`src/rtl/buffer_swap_scheduler_pkg.sv`:
```
// Shared types and defaults for the frame-store swap scheduler.
// Imported by ack_watchdog and buffer_swap_scheduler.
package swap_sched_pkg;

  typedef enum logic [2:0] {
    IDLE       = 3'd0,
    SWAP       = 3'd1,
    SENDING    = 3'd2,
    WAIT_FRAME = 3'd3,
    ERROR      = 3'd4
  } swap_state_t;

  localparam int ACK_TIMEOUT_DEFAULT = 1024;

endpackage

```
`src/rtl/buffer_swap_scheduler_ack_watchdog.sv`:
```
// Swap acknowledge watchdog: a down-counter loaded on swap issue that flags
// a terminal count if Matrix_Buffer never acknowledges.
module ack_watchdog
  import swap_sched_pkg::*;
#(
  parameter int ACK_TIMEOUT = ACK_TIMEOUT_DEFAULT
) (
  input  logic i_clk,
  input  logic i_rst,
  input  logic i_start,
  input  logic i_ack,
  output logic o_timeout
);

  localparam int CW = $clog2(ACK_TIMEOUT + 1);

  logic [CW-1:0] r_cnt;
  logic          r_active;
  logic          w_expired;

  // r_cnt holds ACK_TIMEOUT during the trigger cycle and reaches zero on
  // cycle trigger+ACK_TIMEOUT, the last cycle an ack is still honoured.
  assign w_expired = r_active && (r_cnt == '0);
  assign o_timeout = w_expired;

  always_ff @(posedge i_clk) begin
    if (i_rst) begin
      r_cnt    <= '0;
      r_active <= 1'b0;
    end else if (i_start) begin
      r_cnt    <= CW'(ACK_TIMEOUT);
      r_active <= 1'b1;
    end else if (r_active) begin
      if (i_ack || w_expired) begin
        r_active <= 1'b0;
      end else begin
        r_cnt <= r_cnt - 1'b1;
      end
    end
  end

endmodule

```
`src/rtl/buffer_swap_scheduler.sv`:
```
// Double-buffer swap sequencer between the HDMI writer and SPI Output_Logic.
// Optional statistics counters are built when SWAP_STATS_EN is defined.
//
// state      | meaning
// IDLE       | no image in flight, waiting for a frame with valid dimensions
// SWAP       | swap trigger issued, waiting for Matrix_Buffer ack
// SENDING    | Output_Logic transmitting the front bank
// WAIT_FRAME | front image sent, no repeat, waiting for a new frame
// ERROR      | ack timeout seen; frozen until reset
module buffer_swap_scheduler
  import swap_sched_pkg::*;
#(
  parameter int ACK_TIMEOUT      = ACK_TIMEOUT_DEFAULT,
  parameter int REPEAT_ON_STARVE = 1,
  parameter int COUNT_WIDTH      = 16
) (
  input  logic I_clk,
  input  logic I_rst,
  input  logic I_frame_written,
  input  logic I_image_valid,
  input  logic I_image_sent,
  input  logic I_swap_ack,
  output logic O_swap_trigger,
  output logic O_start_image,
  output logic O_frame_dropped,
  output logic O_busy,
  output logic O_error
`ifdef SWAP_STATS_EN
  ,
  output logic [COUNT_WIDTH-1:0] O_drop_count,
  output logic [COUNT_WIDTH-1:0] O_repeat_count
`endif
);

  swap_state_t r_state;
  logic        r_pending;
  logic        r_swap_trigger;
  logic        r_start_image;
  logic        r_frame_dropped;
  logic        r_busy;
  logic        r_error;

  logic w_pending_eff;
  logic w_drop;
  logic w_ack_ok;
  logic w_issue;
  logic w_repeat;
  logic w_timeout;

  // A frame completing this cycle counts as pending for the swap decision,
  // which gives the one-cycle frame_written -> trigger latency.
  assign w_pending_eff = r_pending | I_frame_written;
  assign w_drop        = r_pending & I_frame_written;

  // The trigger cycle itself is excluded from ack acceptance.
  assign w_ack_ok = (r_state == SWAP) && I_swap_ack && !r_swap_trigger;

  always_comb begin
    w_issue  = 1'b0;
    w_repeat = 1'b0;
    case (r_state)
      IDLE, WAIT_FRAME: w_issue = w_pending_eff & I_image_valid;
      SENDING: begin
        w_issue  = I_image_sent & I_image_valid & w_pending_eff;
        w_repeat = I_image_sent & I_image_valid & !w_pending_eff &
                   (REPEAT_ON_STARVE != 0);
      end
      default: begin
        w_issue  = 1'b0;
        w_repeat = 1'b0;
      end
    endcase
  end

  ack_watchdog #(
    .ACK_TIMEOUT(ACK_TIMEOUT)
  ) u_ack_watchdog (
    .i_clk    (I_clk),
    .i_rst    (I_rst),
    .i_start  (w_issue),
    .i_ack    (w_ack_ok),
    .o_timeout(w_timeout)
  );

  always_ff @(posedge I_clk) begin
    if (I_rst) begin
      r_state         <= IDLE;
      r_pending       <= 1'b0;
      r_swap_trigger  <= 1'b0;
      r_start_image   <= 1'b0;
      r_frame_dropped <= 1'b0;
      r_busy          <= 1'b0;
      r_error         <= 1'b0;
    end else begin
      r_swap_trigger  <= 1'b0;
      r_start_image   <= 1'b0;
      r_frame_dropped <= w_drop;
      r_pending       <= w_issue ? 1'b0 : w_pending_eff;

      case (r_state)
        IDLE: begin
          if (w_issue) begin
            r_state        <= SWAP;
            r_swap_trigger <= 1'b1;
            r_busy         <= 1'b1;
          end
        end
        SWAP: begin
          if (w_ack_ok) begin
            r_state       <= SENDING;
            r_start_image <= 1'b1;
          end else if (w_timeout) begin
            r_state <= ERROR;
            r_busy  <= 1'b0;
            r_error <= 1'b1;
          end
        end
        SENDING: begin
          if (I_image_sent) begin
            if (!I_image_valid) begin
              r_state <= IDLE;
              r_busy  <= 1'b0;
            end else if (w_issue) begin
              r_state        <= SWAP;
              r_swap_trigger <= 1'b1;
            end else if (w_repeat) begin
              r_start_image <= 1'b1;
            end else begin
              r_state <= WAIT_FRAME;
              r_busy  <= 1'b0;
            end
          end
        end
        WAIT_FRAME: begin
          if (w_issue) begin
            r_state        <= SWAP;
            r_swap_trigger <= 1'b1;
            r_busy         <= 1'b1;
          end else if (!I_image_valid) begin
            r_state <= IDLE;
          end
        end
        ERROR: begin
          r_error <= 1'b1;
          r_busy  <= 1'b0;
        end
        default: begin
          r_state <= IDLE;
          r_busy  <= 1'b0;
        end
      endcase
    end
  end

  assign O_swap_trigger  = r_swap_trigger;
  assign O_start_image   = r_start_image;
  assign O_frame_dropped = r_frame_dropped;
  assign O_busy          = r_busy;
  assign O_error         = r_error;

`ifdef SWAP_STATS_EN
  logic [COUNT_WIDTH-1:0] r_drop_count;
  logic [COUNT_WIDTH-1:0] r_repeat_count;

  // Counters advance on the same edge that registers their pulse and stick at all-ones.
  always_ff @(posedge I_clk) begin
    if (I_rst) begin
      r_drop_count   <= '0;
      r_repeat_count <= '0;
    end else begin
      if (w_drop && (r_drop_count != '1)) begin
        r_drop_count <= r_drop_count + 1'b1;
      end
      if (w_repeat && (r_repeat_count != '1)) begin
        r_repeat_count <= r_repeat_count + 1'b1;
      end
    end
  end

  assign O_drop_count   = r_drop_count;
  assign O_repeat_count = r_repeat_count;
`endif

endmodule

```
`config.mk`:
```
export PLATFORM = sky130hd
export DESIGN_NAME = buffer_swap_scheduler
export DESIGN_NICKNAME = d
export VERILOG_FILES = /design/src/rtl/buffer_swap_scheduler_pkg.sv /design/src/rtl/buffer_swap_scheduler_ack_watchdog.sv /design/src/rtl/buffer_swap_scheduler.sv
export SDC_FILE = /design/constraint.sdc
export NUM_CORES = 1
export LEC_CHECK = 0
export CORE_MARGIN = 4
export CORE_UTILIZATION = 40
export CTS_CLUSTER_DIAMETER = 30
export DETAILED_ROUTE_END_ITERATION = 6
export PLACE_DENSITY = 0.7
export SLEW_MARGIN = 25
export SYNTH_ARGS = -nofsm -noshare
export SYNTH_HDL_FRONTEND = slang
export SYNTH_SLANG_ARGS = --single-unit
```
`constraint.sdc`:
```
create_clock -name I_clk -period 2.98 [get_ports I_clk]
set_input_delay 0.596 -clock I_clk [delete_from_list [all_inputs] [get_ports I_clk]]
set_output_delay 0.596 -clock I_clk [all_outputs]
set_load 0.01 [all_outputs]
```
==> flow_metrics.py, run 1 <==
metrics = {
    "cells_and_area": {
        "num_antenna_cells": 0,
        "nets": 144,
        "drive_above_1_share_pct": 8.82,
        "syn_to_final_growth_pct": 12.9,
    },
    "power_and_ir_drop": {
        "vdd_ir_drop_max_uv": 359,
        "power_uw": 676,
        "leakage_nw": 0.423,
        "powerDensity_nw_per_um2": 550,
    },
    "worst_setup_path": {
        "crit_arrival_ns": 2.29,
        "r2r-end": "O_error$_SDFFE_PP0P_",
        "critPathKind": "flip-flop to flip-flop",
        "rr_worst_depth": 6,
        "cp.required_ns": 3.21,
        "end_kind": "flip-flop",
        "worstPathMaxFanout": 15,
        "r2r_slack_ns": 0.91,
        "timing.rr.start": "u_ack_watchdog.r_cnt[1]$_SDFFE_PP0P_",
        "cp-start-kind": "flip-flop",
    },
    "floorplanning": {
        "ios": 11,
        "die_x_um": 60.2,
        "rows": 18,
        "core_um2": 2540,
        "start_util_pct": 42.8,
        "die-area_um2": 3620,
        "chipHeight_um": 60.2,
    },
    "clock_tree": {
        "htreeDepth": 1,
        "clock_latency_ns": 0.30,
        "cts_buffers": 3,
        "cts_tree": "yes",
        "clockBufferDepth": 2,
        "clock_sinks": 21,
        "cts.repair.resized": 0,
        "cts-root-buf": "clkbuf_4",
        "cts_hold_buf": 0,
        "path_clk_slew_ns": 0.12,
        "cts_setup_buffers": 0,
    },
    "global_route": {
        "grt_use_total_pct": 13.5,
        "grt_overflow": 0,
        "grt_pass1_vias": 902,
        "grt_max_degree": 16,
        "grt_pass1_wl_um": 3770,
        "antenna_found_initial": 0,
    },
    "logic_synthesis": {
        "ys_warn_count": 0,
        "synth_area_leaders": "dfxtp_1 (39%), a21oi_1 (5.1%), nand2b_1 (4.0%)",
        "syn_area_um2": 1090,
        "async_flop_share_pct": 0,
        "synth-edff-count": 0,
        "ys_seq_elements": 21,
        "syn_nets": 133,
        "ys_seq_area_share_pct": 38.6,
        "synth.most_common_cell": "dfxtp_1",
        "syn_inst": 126,
        "synth_top_area_cell": "dfxtp_1",
        "ys.flop_type": "dfxtp_1",
        "yosysTopAreaCellShare_pct": 38.6,
        "synth.avg_cell_area_um2": 8.64,
        "synth_commonest_cells": "dfxtp_1 (21), a21oi_1 (11), nor2_1 (9)",
        "ys_types": 39,
    },
    "timing": {
        "final-hold-violation-count": 0,
        "rsz0062_at_grt": "no",
        "period_needed_ns": 2.07,
        "slew_headroom_pct": 55.2,
        "finalSetupTns_ns": 0,
        "finalClockSkew_ns": 0.00594,
        "timing.final.crit_share_pct": 69.3,
        "setup-violations-final": 0,
        "worstMarginPinSlew_ns": 0.667,
        "max_freq_mhz": 484,
        "drv_slew": 0,
    },
    "route": {
        "viasPerCell": 5.80,
        "wl_per_cell_um": 13.0,
        "dr.pass1.iters": 4,
        "num_vias": 962,
        "drt_iter0_markers": 21,
        "drc": 0,
        "routed_wirelength_um": 2160,
        "antenna_left": 0,
    },
    "min_path": {
        "whs_endpoint": "O_frame_dropped$_SDFF_PP0_",
        "hp-start": "r_pending$_SDFF_PP0_",
        "hold_path.class": "flip-flop to flip-flop",
        "holdPathStages": 2,
    },
    "place": {
        "dp_hpwl_um": 1630,
        "port_buffers": 10,
        "place_congestion": 0.831,
    },
    "outcome": {
        "status": "finished clean",
    },
    "job": {
        "drv_cap": 0,
    },
}
## report_power, final
part	internal [mW]	leakage [nW]	switching [mW]	total [mW]
Combinational	0.0948	0.237	0.107	0.202
Sequential	0.308	0.171	0.0297	0.338
Clock	0.0521	0.0150	0.0837	0.136
## cells in the final DEF, fill, tap and decap left out, types with 4 or more instances in the layout
cell,n
a21oi_1,11
nand2b_1,7
dfxtp_1,21
o31ai_1,4
nor3_1,5
nand2_1,5
o21ai_0,7
clkdlybuf4s50_1,10
inv_1,7
or3_1,4
nor2_1,9
or4_1,4
## kinds of logic (layout without fill, tap and decap cells)
kind of cell	Yosys count	after routing	share of synthesized area (%)
AO/OA/AOI/OAI	36	36	21.3
XOR/XNOR	1	1	0.805
adder cells (fa/ha/maj)	1	1	1.15
buffers and inverters	11	21	4.60
flip-flops	21	21	38.6
multiplexers	3	3	2.76
AND/OR/NAND/NOR	53	53	30.8
## layout make-up
| cell class | count | area (um2) |
|---|---|---|
| multi-input combinational | 94 | 618 |
| clock buffer | 4 | 26.3 |
| tap | 30 | 37.5 |
| timing repair buffer | 10 | 100 |
| sequential | 21 | 420 |
| fill | 250 | 1320 |
| inverter | 7 | 26.3 |
## worst max path at each step
stage | from | endpoint | slack (ns) | cells after the start
after global routing | u_ack_watchdog.r_cnt[1]$_SDFFE_PP0P_ | r_state[2]$_SDFFE_PP0P_ | 0.72 | 6
final | u_ack_watchdog.r_cnt[1]$_SDFFE_PP0P_ | O_error$_SDFFE_PP0P_ | 0.91 | 6
after detailed placement | I_image_sent | u_ack_watchdog.r_cnt[7]$_SDFFE_PP0P_ | 0.69 | 5
after CTS | u_ack_watchdog.r_cnt[1]$_SDFFE_PP0P_ | O_error$_SDFFE_PP0P_ | 0.90 | 6
after global placement | I_image_sent | u_ack_watchdog.r_cnt[9]$_SDFFE_PP0P_ | 0.74 | 5
after floorplan | u_ack_watchdog.r_cnt[1]$_SDFFE_PP0P_ | r_state[0]$_SDFFE_PP0P_ | 1.19 | 6
## worst max-delay path: stages (launching register included)
cell	delay, ns
dfxtp_1	0.34
inv_1	0.08
ha_1	0.16
or3b_4	0.42
nor4_4	0.63
a211oi_1	0.16
nor3_1	0.19
## metrics by stage
stage	std cells	cell area (um2)	setup WS, ns	hold WS, ns	utilization (%)
floorplan	126	1090	1.19	0.424	-
global placement	162	1200	0.745	0.440	47.2
detailed placement	162	1200	0.685	0.454	47.2
CTS	166	1230	0.897	0.470	48.3
global route	166	1230	0.715	0.509	48.3
finish	166	1230	0.914	0.471	48.3
## registers in the layout, indices dropped and copies added, names as in the netlist
register                 flops
O_swap_trigger               1
O_frame_dropped              1
r_pending                    1
u_ack_watchdog.r_cnt        11
O_error                      1
r_state                      3
O_busy                       1
u_ack_watchdog.r_active      1
O_start_image                1
## metal layers
metal,global-route usage [%],routed length (um),vias up
met2,23.3,1060,20
met1,16.6,1010,453
li1,-,-,489
met4,0.949,0,0
met3,4.97,95,0
met5,0,0,-
(Power assumes the default switching activity.)
==> inputs of run 2 (changes only) <==
clock period = 2 ns   (was 2.98 ns; I/O delays follow)
==> run 2 against run 1 <==
Total power grew 54%. First-iteration DRC count shrank 4.8%. Critical endpoint is now r_state[0]$_SDFFE_PP0P_. Design area grew 5.2%.
==> flow_metrics.py, run 2 (synthesis gave the netlist of run 1 again) <==
metrics = {
    "clock_tree": {
        "cts_tree": "yes",
        "cts_buffers": 3,
        "cts_hold_buf": 0,
        "htreeDepth": 1,
        "clock_sinks": 21,
        "path_clk_slew_ns": 0.12,
        "clockBufferDepth": 2,
        "cts-root-buf": "clkbuf_4",
        "cts_setup_buffers": 0,
        "clock_latency_ns": 0.31,
    },
    "cells_and_area": {
        "nets": 152,
        "register_area_um2": 420,
        "final_util_pct": 50.8,
        "drive_above_1_share_pct": 13.9,
        "num_antenna_cells": 0,
        "fillers": 248,
        "syn_to_final_growth_pct": 18.7,
        "largest_register_ffs": 11,
        "top_regs": "u_ack_watchdog.r_cnt x11, r_state x3",
        "regMostFlops": "u_ack_watchdog.r_cnt",
        "layout_commonest_cell": "dfxtp_1",
        "final_cell_mix": "dfxtp_1 (21), a21oi_1 (11), clkdlybuf4s50_1 (10)",
        "multi_input_area_um2": 618,
    },
    "route": {
        "viasPerCell": 5.70,
        "drc": 0,
        "num_vias": 992,
        "routed_wirelength_um": 2260,
        "drt_iter0_markers": 20,
        "wl_per_cell_um": 13.0,
        "dr.pass1.iters": 4,
        "antenna_left": 0,
    },
    "floorplanning": {
        "die_x_um": 60.2,
        "chipHeight_um": 60.2,
        "start_util_pct": 42.8,
        "core_um2": 2540,
        "ios": 11,
        "die-area_um2": 3620,
        "rows": 18,
    },
    "place": {
        "place_congestion": 0.871,
        "dp_hpwl_um": 1730,
        "port_buffers": 10,
    },
    "worst_setup_path": {
        "cp-start-kind": "flip-flop",
        "worstPathMaxFanout": 5,
        "end_kind": "flip-flop",
        "r2r_slack_ns": 0.11,
        "critPathKind": "flip-flop to flip-flop",
        "cp.required_ns": 2.21,
        "timing.rr.start": "u_ack_watchdog.r_cnt[1]$_SDFFE_PP0P_",
        "rr_worst_depth": 6,
        "r2r-end": "r_state[0]$_SDFFE_PP0P_",
        "crit_arrival_ns": 2.09,
    },
    "timing": {
        "finalClockSkew_ns": 0.00806,
        "worstMarginPinSlew_ns": 0.351,
        "final-hold-violation-count": 0,
        "rsz0062_at_grt": "yes",
        "timing.final.crit_share_pct": 94.3,
        "slew_headroom_pct": 76.5,
        "drv_slew": 0,
        "hold_ws_ns": 0.442,
        "setup-violations-final": 0,
        "max_freq_mhz": 530,
        "period_needed_ns": 1.89,
    },
    "power_and_ir_drop": {
        "vdd_ir_drop_max_uv": 506,
        "power_mw": 1.04,
        "clock_power_share_pct": 20.1,
        "p_sw_share_pct": 32.5,
        "leakage_nw": 0.463,
        "p_int_uw": 701,
        "switchingPower_uw": 337,
        "comb_power_share_pct": 31.3,
        "pwr-share-seq_pct": 48.6,
        "powerDensity_nw_per_um2": 803,
    },
    "min_path": {
        "holdPathStages": 2,
        "whs_endpoint": "O_frame_dropped$_SDFF_PP0_",
        "hp-start": "r_pending$_SDFF_PP0_",
        "hold_path.class": "flip-flop to flip-flop",
    },
    "global_route": {
        "grt_max_degree": 14,
        "grt_overflow": 0,
        "grt_pass1_wl_um": 3930,
        "grt_pass1_vias": 895,
        "antenna_found_initial": 0,
        "grt_use_total_pct": 14.4,
    },
    "job": {
        "drv_cap": 0,
    },
    "outcome": {
        "status": "finished clean",
    },
}
-- run 2: worst max-delay path: stages, from the launching register on --
cell and delay, ns:
dfxtp_1 0.35, inv_1 0.08, ha_1 0.15, or3b_4 0.42, or4_4 0.54, a2bb2oi_1 0.18, nor3_1 0.06
-- run 2: final cells by class --
class,count,share of cell area (%)
flip-flops and latches,21,32.5
repair buffers,18,12.7
inverters,7,2.03
well taps,30,2.90
clock buffers,4,2.03
multi-input cells,94,47.8
-- run 2: power by group through the flow --
| stage | logic (mW) | clock network (mW) | registers, mW |
|---|---|---|---|
| 3_3_place_gp | 0.318 | 0 | 0.511 |
| 2_1_floorplan | 0.239 | 0 | 0.503 |
| 6_report | 0.325 | 0.209 | 0.504 |
| 5_1_grt | 0.365 | 0.236 | 0.512 |
| 4_1_cts | 0.324 | 0.214 | 0.503 |
| 3_5_place_dp | 0.322 | 0 | 0.513 |
-- run 2: routing by layer --
layer  part of all wire [%]  up-vias  GRT usage [%]
met5                      0        -              0
met4                    1.1        0           5.70
met3                    3.8        4           5.18
met2                     47       17           22.5
met1                     48      463           17.9
li1                       -      508              -
-- run 2: worst max-delay path by stage --
stage                                               from                                   end  slack, ns  depth (start not counted)
finish              u_ack_watchdog.r_cnt[1]$_SDFFE_PP0P_               r_state[0]$_SDFFE_PP0P_       0.11                          6
global route        u_ack_watchdog.r_cnt[1]$_SDFFE_PP0P_               r_state[0]$_SDFFE_PP0P_     -0.002                          6
CTS                 u_ack_watchdog.r_cnt[1]$_SDFFE_PP0P_               r_state[0]$_SDFFE_PP0P_       0.11                          6
detailed placement                          I_image_sent  u_ack_watchdog.r_cnt[7]$_SDFFE_PP0P_       0.10                          6
global placement                            I_image_sent  u_ack_watchdog.r_cnt[9]$_SDFFE_PP0P_       0.12                          6
floorplan           u_ack_watchdog.r_cnt[1]$_SDFFE_PP0P_               r_state[0]$_SDFFE_PP0P_       0.21                          6
-- run 2: metrics by stage --
stage	TNS (ns)	instances	worst slack (ns)	instance area [um2]
4_1_cts	0	174	0.107	1290
3_3_place_gp	0	170	0.125	1260
3_5_place_dp	0	170	0.104	1260
2_1_floorplan	0	126	0.210	1090
5_1_grt	-0.00248	174	-0.00248	1290
6_report	0	174	0.113	1290
-- run 2: repair_timing --
action | in CTS | in global routing
resized for setup | 0 | 1
endpoints found under the hold margin | 0 | 0
endpoints found under the setup margin | 0 | 2
